[src/rtl/mem_arbiter_if.sv]
// rtl/mem_arbiter_if.sv - IF/MEM requester and memory command bundle for mem_arbiter
interface mem_arbiter_if #(
    parameter int ADDR_W = 32,
    parameter int DATA_W = 32
);
    // Fetch requester
    logic                  if_req;
    logic [ADDR_W-1:0]     if_addr;
    logic [DATA_W-1:0]     if_rdata;
    logic                  if_ready;

    // Data requester
    logic                  d_req;
    logic                  d_we;
    logic [ADDR_W-1:0]     d_addr;
    logic [DATA_W-1:0]     d_wdata;
    logic [DATA_W/8-1:0]   d_be;
    logic [DATA_W-1:0]     d_rdata;
    logic                  d_ready;

    // Memory command / response
    logic                  m_req;
    logic                  m_we;
    logic [ADDR_W-1:0]     m_addr;
    logic [DATA_W-1:0]     m_wdata;
    logic [DATA_W/8-1:0]   m_be;
    logic [DATA_W-1:0]     m_rdata;

    // Arbiter side
    modport slave (
        input  if_req, if_addr,
        output if_rdata, if_ready,
        input  d_req, d_we, d_addr, d_wdata, d_be,
        output d_rdata, d_ready,
        output m_req, m_we, m_addr, m_wdata, m_be,
        input  m_rdata
    );

    // Requesters and memory side
    modport master (
        output if_req, if_addr,
        input  if_rdata, if_ready,
        output d_req, d_we, d_addr, d_wdata, d_be,
        input  d_rdata, d_ready,
        input  m_req, m_we, m_addr, m_wdata, m_be,
        output m_rdata
    );
endinterface

[src/rtl/mem_arbiter.sv]
// rtl/mem_arbiter.sv - IF/MEM arbiter for a fixed-latency single-port unified memory
module mem_arbiter #(
    parameter int ADDR_W    = 32,
    parameter int DATA_W    = 32,
    parameter int MEM_LAT   = 2,
    parameter int IF_STARVE = 4
) (
    input  logic          clk,
    input  logic          reset,
    mem_arbiter_if.slave  bus
);
    localparam int BE_W  = DATA_W / 8;
    localparam int LAT_W = (MEM_LAT > 1) ? $clog2(MEM_LAT) : 1;
    localparam int STV_W = $clog2(IF_STARVE + 1);

    typedef enum logic [1:0] {
        S_IDLE,
        S_ISSUE,
        S_WAIT,
        S_DONE
    } state_t;

    typedef enum logic {
        OWN_I,
        OWN_D
    } owner_t;

    state_t               state;
    state_t               state_next;
    owner_t               owner;
    logic                 grant_d;
    logic                 grant_i;
    logic                 if_starved;
    logic [STV_W-1:0]     starve_cnt;
    logic [LAT_W-1:0]     lat_cnt;

    logic                 cmd_we;
    logic [ADDR_W-1:0]    cmd_addr;
    logic [DATA_W-1:0]    cmd_wdata;
    logic [BE_W-1:0]      cmd_be;
    logic [DATA_W-1:0]    if_rdata_q;
    logic [DATA_W-1:0]    d_rdata_q;

    assign if_starved = (starve_cnt >= STV_W'(IF_STARVE));

    // Next-state and grant decode; data wins unless fetch has lost too often
    always_comb begin
        state_next = state;
        grant_d    = 1'b0;
        grant_i    = 1'b0;
        case (state)
            S_IDLE: begin
                if (bus.d_req && !(bus.if_req && if_starved)) begin
                    grant_d    = 1'b1;
                    state_next = S_ISSUE;
                end else if (bus.if_req) begin
                    grant_i    = 1'b1;
                    state_next = S_ISSUE;
                end
            end
            S_ISSUE: state_next = S_WAIT;
            S_WAIT:  if (lat_cnt == '0) state_next = S_DONE;
            S_DONE:  state_next = S_IDLE;
            default: state_next = S_IDLE;
        endcase
    end

    // FSM state register
    always_ff @(posedge clk) begin
        if (reset) state <= S_IDLE;
        else       state <= state_next;
    end

    // Latch the winner's command; fetches never write, and m_wdata keeps its old value on a fetch
    always_ff @(posedge clk) begin
        if (reset) begin
            owner     <= OWN_I;
            cmd_we    <= 1'b0;
            cmd_addr  <= '0;
            cmd_wdata <= '0;
            cmd_be    <= '0;
        end else if (grant_d) begin
            owner     <= OWN_D;
            cmd_we    <= bus.d_we;
            cmd_addr  <= bus.d_addr;
            cmd_wdata <= bus.d_wdata;
            cmd_be    <= bus.d_be;
        end else if (grant_i) begin
            owner     <= OWN_I;
            cmd_we    <= 1'b0;
            cmd_addr  <= bus.if_addr;
            cmd_be    <= '0;
        end
    end

    // Count data wins that left a fetch waiting; a fetch grant clears it
    always_ff @(posedge clk) begin
        if (reset) begin
            starve_cnt <= '0;
        end else if (grant_i) begin
            starve_cnt <= '0;
        end else if (grant_d && bus.if_req && !if_starved) begin
            starve_cnt <= starve_cnt + 1'b1;
        end
    end

    // Memory latency countdown: reaches zero in the cycle m_rdata is valid
    always_ff @(posedge clk) begin
        if (reset) begin
            lat_cnt <= '0;
        end else if (state == S_ISSUE) begin
            lat_cnt <= LAT_W'(MEM_LAT - 1);
        end else if (state == S_WAIT && lat_cnt != '0) begin
            lat_cnt <= lat_cnt - 1'b1;
        end
    end

    // Capture read data for the owner; stores leave d_rdata untouched
    always_ff @(posedge clk) begin
        if (reset) begin
            if_rdata_q <= '0;
            d_rdata_q  <= '0;
        end else if (state == S_WAIT && lat_cnt == '0) begin
            if (owner == OWN_I)  if_rdata_q <= bus.m_rdata;
            else if (!cmd_we)    d_rdata_q  <= bus.m_rdata;
        end
    end

    assign bus.m_req    = (state == S_ISSUE);
    assign bus.m_we     = cmd_we;
    assign bus.m_addr   = cmd_addr;
    assign bus.m_wdata  = cmd_wdata;
    assign bus.m_be     = cmd_be;
    assign bus.if_ready = (state == S_DONE) && (owner == OWN_I);
    assign bus.d_ready  = (state == S_DONE) && (owner == OWN_D);
    assign bus.if_rdata = if_rdata_q;
    assign bus.d_rdata  = d_rdata_q;
endmodule

[src/flat_wrapper.sv]
// flat-port wrapper written by rule: the top's interface ports become plain ports
module mem_arbiter_flat 
#(
    parameter int ADDR_W    = 32,
    parameter int DATA_W    = 32,
    parameter int MEM_LAT   = 2,
    parameter int IF_STARVE = 4
)
  (clk, reset, bus_if_req, bus_if_addr, bus_if_rdata, bus_if_ready, bus_d_req, bus_d_we, bus_d_addr, bus_d_wdata, bus_d_be, bus_d_rdata, bus_d_ready, bus_m_req, bus_m_we, bus_m_addr, bus_m_wdata, bus_m_be, bus_m_rdata);
  mem_arbiter_if #(.ADDR_W(ADDR_W), .DATA_W(DATA_W)) bus_i ();
  input  logic clk;
  input  logic reset;
  input wire logic [$bits(bus_i.if_req)-1:0] bus_if_req;
  input wire logic [$bits(bus_i.if_addr)-1:0] bus_if_addr;
  output wire logic [$bits(bus_i.if_rdata)-1:0] bus_if_rdata;
  output wire logic [$bits(bus_i.if_ready)-1:0] bus_if_ready;
  input wire logic [$bits(bus_i.d_req)-1:0] bus_d_req;
  input wire logic [$bits(bus_i.d_we)-1:0] bus_d_we;
  input wire logic [$bits(bus_i.d_addr)-1:0] bus_d_addr;
  input wire logic [$bits(bus_i.d_wdata)-1:0] bus_d_wdata;
  input wire logic [$bits(bus_i.d_be)-1:0] bus_d_be;
  output wire logic [$bits(bus_i.d_rdata)-1:0] bus_d_rdata;
  output wire logic [$bits(bus_i.d_ready)-1:0] bus_d_ready;
  output wire logic [$bits(bus_i.m_req)-1:0] bus_m_req;
  output wire logic [$bits(bus_i.m_we)-1:0] bus_m_we;
  output wire logic [$bits(bus_i.m_addr)-1:0] bus_m_addr;
  output wire logic [$bits(bus_i.m_wdata)-1:0] bus_m_wdata;
  output wire logic [$bits(bus_i.m_be)-1:0] bus_m_be;
  input wire logic [$bits(bus_i.m_rdata)-1:0] bus_m_rdata;
  assign bus_i.if_req = bus_if_req;
  assign bus_i.if_addr = bus_if_addr;
  assign bus_if_rdata = bus_i.if_rdata;
  assign bus_if_ready = bus_i.if_ready;
  assign bus_i.d_req = bus_d_req;
  assign bus_i.d_we = bus_d_we;
  assign bus_i.d_addr = bus_d_addr;
  assign bus_i.d_wdata = bus_d_wdata;
  assign bus_i.d_be = bus_d_be;
  assign bus_d_rdata = bus_i.d_rdata;
  assign bus_d_ready = bus_i.d_ready;
  assign bus_m_req = bus_i.m_req;
  assign bus_m_we = bus_i.m_we;
  assign bus_m_addr = bus_i.m_addr;
  assign bus_m_wdata = bus_i.m_wdata;
  assign bus_m_be = bus_i.m_be;
  assign bus_i.m_rdata = bus_m_rdata;
  mem_arbiter #(.ADDR_W(ADDR_W), .DATA_W(DATA_W), .MEM_LAT(MEM_LAT), .IF_STARVE(IF_STARVE)) u_core (.clk(clk), .reset(reset), .bus(bus_i));
endmodule
[config.mk]
export PLATFORM = sky130hd
export DESIGN_NAME = mem_arbiter_flat
export DESIGN_NICKNAME = d
export VERILOG_FILES = /design/src/rtl/mem_arbiter_if.sv /design/src/rtl/mem_arbiter.sv /design/src/flat_wrapper.sv
export SDC_FILE = /design/constraint.sdc
export NUM_CORES = 1
export LEC_CHECK = 0
export CAP_MARGIN = 20
export CORE_MARGIN = 5
export CORE_UTILIZATION = 40
export CTS_CLUSTER_SIZE = 30
export DETAILED_ROUTE_END_ITERATION = 7
export PLACE_DENSITY = 0.9
export SETUP_SLACK_MARGIN = 0.15
export SYNTH_ARGS = -nofsm -noshare
export SYNTH_HDL_FRONTEND = slang
export SYNTH_SLANG_ARGS = --single-unit
[constraint.sdc]
create_clock -name clk -period 3.7 [get_ports clk]
set_input_delay 0.555 -clock clk [delete_from_list [all_inputs] [get_ports clk]]
set_output_delay 0.555 -clock clk [all_outputs]
set_load 0.005 [all_outputs]
==> impl_metrics.py <==
metrics = {
    "floorplan": {
        "rows": 43,
        "ioPinCount": 273,
        "die_area_um2": 16660,
        "die_y_um": 129.1,
        "initial_core_util_pct": 40.85,
        "die_w_um": 129.1,
        "core_um2": 13880,
    },
    "yosys": {
        "ys.flop_type": "dfxtp_1",
        "yosysWarnings": 0,
        "synth-edff-count": 0,
        "yosysSeqAreaShare_pct": 49.43,
        "netlist_instances": 694,
        "synthArstFlopShare_pct": 0,
        "synth_seq_cells": 140,
        "synth_area_per_cell_um2": 8.171,
        "synth_top_cell_by_area": "dfxtp_1",
        "synth_top_area_share_pct": 49.43,
        "synth_cell_types": 33,
        "synth_fp_nets": 838,
        "synthTopCellsByArea": "dfxtp_1 49%, a21oi_1 9.4%, nand2_1 8.8%, nand3_1 6.4%, o21ai_0 5.4%",
        "synth_most_common_cell": "dfxtp_1",
        "synthesis.area_um2": 5670,
        "synthTopCellsByCount": "140 x dfxtp_1, 133 x nand2_1, 107 x a21oi_1",
    },
    "clocking": {
        "tritoncts": "built",
        "clock_path_buffers": 2,
        "hold_buffers": 0,
        "cts_setup_buffers": 0,
        "htreeDepth": 4,
        "root_buffer": "clkbuf_16",
        "clk_latency_ps": 410,
        "cts_buffers": 17,
        "path_clk_slew_ps": 60,
        "cts_sinks": 140,
        "post_cts_resized": 0,
    },
    "power_and_ir_drop": {
        "vdd_ir_drop_max_v": 0.0004381,
        "p_leak_nw": 3.077,
        "powerDensity_nw_per_um2": 641.0,
    },
    "critical_path": {
        "crit_chain": "inv_1 > ha_1 > buf_4 > and2_1 > buf_4 > nand3_1 > a311oi_1",
        "worstRegToRegCells": 7,
        "cp_common_cell": "buf_4",
        "worstPathArrival_ps": 2620,
        "critPathRequiredTime_ps": 4000,
        "slowest_delay_ps": 450,
        "startpoint_type": "flip-flop",
        "path_max_fanout": 35,
        "crit_slowest_cell": "and2_1",
        "criticalPathCategory": "flip-flop to flip-flop",
        "crit_path_end_kind": "flip-flop",
    },
    "layout": {
        "drive_above_1_share_pct": 5.745,
        "finalNetCount": 1072,
        "areaGrowthSynthToFinish_pct": 59.36,
        "num_antenna_cells": 0,
        "fillers": 1101,
        "seq_area_um2": 2803,
        "final_util_pct": 65.10,
        "multiInputGateArea_um2": 2489,
    },
    "route": {
        "routed_wl_mm": 19.42,
        "ant_nets": 0,
        "drt_pass1_iterations": 5,
        "drt-initial-drc-count": 431,
        "drcViolationCount": 0,
        "wire_per_inst_um": 17.34,
        "vias": 6055,
        "vias_per_cell": 5.406,
    },
    "placement": {
        "gp_congestion": 0.8372,
        "place_hpwl_mm": 13.30,
        "buffer_ports.inserted": 272,
    },
    "global_route": {
        "grt_pass1_vias": 6026,
        "grt_overflow_total": 0,
        "grtUsageTotal_pct": 22.86,
        "grt_max_degree": 98,
        "antenna_found_initial": 1,
        "grt_pass1_wl_mm": 30.40,
    },
    "timing": {
        "maxSlewViolCount": 0,
        "relSlewSlack_pct": 30.04,
        "max_freq_ghz": 0.4307,
        "whs_ps": 450.5,
        "hold_viol_final": 0,
        "finalSetupViolCount": 0,
        "tns_ps": 0,
        "worstMarginPinSlew_ps": 1049,
        "fin_worst_skew_ps": 8.096,
        "rsz0062_at_grt": "false",
        "min_period_ps": 2322,
        "fin_crit_sh_pct": 62.75,
    },
    "worst_hold_path": {
        "min_path_cells": 2,
        "hold_class": "flip-flop to flip-flop",
    },
    "outcome": {
        "status": "completed",
    },
    "run": {
        "maxCapViolations": 0,
    },
}
==> through the flow <==
| stage | cell area, um^2 | instances | power, mW | setup slack, ps |
|---|---|---|---|---|
| finish | 9036 | 1120 | 5.792 | 1378 |
| global route | 9036 | 1120 | 6.113 | 1211 |
| CTS | 9021 | 1119 | 5.814 | 1402 |
| detailed placement | 8376 | 1088 | 3.942 | 1131 |
| global placement | 8376 | 1088 | 3.906 | 1224 |
| floorplan | 5670 | 694 | 3.007 | 2167 |
==> final cells by class <==
class / instances / area share [%]
timing repair buffer: 288 / 31.51
inverter: 7 / 0.2908
clock inverter: 6 / 1.440
clock buffer: 25 / 5.705
tap: 180 / 2.492
sequential: 140 / 31.02
multi-input combinational: 474 / 27.54
==> power breakdown <==
part	internal [mW]	total (mW)	switching, mW
clock network	1.23	1.85	0.617
registers	1.80	1.96	0.162
logic	0.941	1.98	1.04
total	3.97	5.79	1.82
==> layer usage <==
metal,global-route usage (%),up-vias,wire length (um)
li1,-,2901,-
met1,26.66,2806,7401
met2,38.66,299,9542
met3,8.162,47,1872
met4,8.524,2,598
met5,0,-,7
==> registers in the layout, indices dropped and copies added (netlist names) <==
name	flops
u_core.bus.d_rdata	32
u_core.bus.m_be	4
u_core.bus.m_we	1
u_core.lat_cnt	1
u_core.bus.m_addr	32
u_core.bus.if_rdata	32
u_core.state	2
u_core.owner	1
u_core.starve_cnt	3
u_core.bus.m_wdata	32
==> final timing paths <==
path | start | endpoint | slack, ps
min | u_core.bus.d_rdata[18] | u_core.bus.d_rdata[18] | 450
max reg2reg | u_core.state[0] | u_core.bus.m_addr[2] | 1380
max | u_core.state[0] | u_core.bus.m_addr[2] | 1380
min reg2reg | u_core.bus.d_rdata[18] | u_core.bus.d_rdata[18] | 450
==> cells in the final DEF, fill, tap and decap left out, types with 7 or more instances in the layout <==
cell / n
inv_1: 7
nand3_1: 72
dfxtp_1: 140
a311oi_1: 30
clkbuf_16: 17
o21ai_0: 61
nor3_1: 33
buf_4: 16
ha_1: 7
clkdlybuf4s50_1: 271
nand2_1: 133
a21oi_1: 107
==> logic make-up (layout without fill, tap and decap cells) <==
| logic type | after synthesis | in the layout | share of synthesized area (%) |
|---|---|---|---|
| AOI/OAI and AO/OA | 213 | 213 | 21.69 |
| DFF | 140 | 140 | 49.43 |
| and+or+nand+nor | 253 | 253 | 20.08 |
| adders and majority gates | 7 | 7 | 1.545 |
| buffers and inverters | 80 | 326 | 7.061 |
| muxes | 1 | 1 | 0.1986 |
==> critical path, delay by kind of cell, from the launching register on <==
family                   cells  cell delay [ps]
AO/OA/AOI/OAI                1              310
adder cells (fa/ha/maj)      1              170
buffers and inverters        3              850
flip-flops                   1              330
AND/OR/NAND/NOR              2              560
No activity file was read; power rests on OpenSTA's default activity.
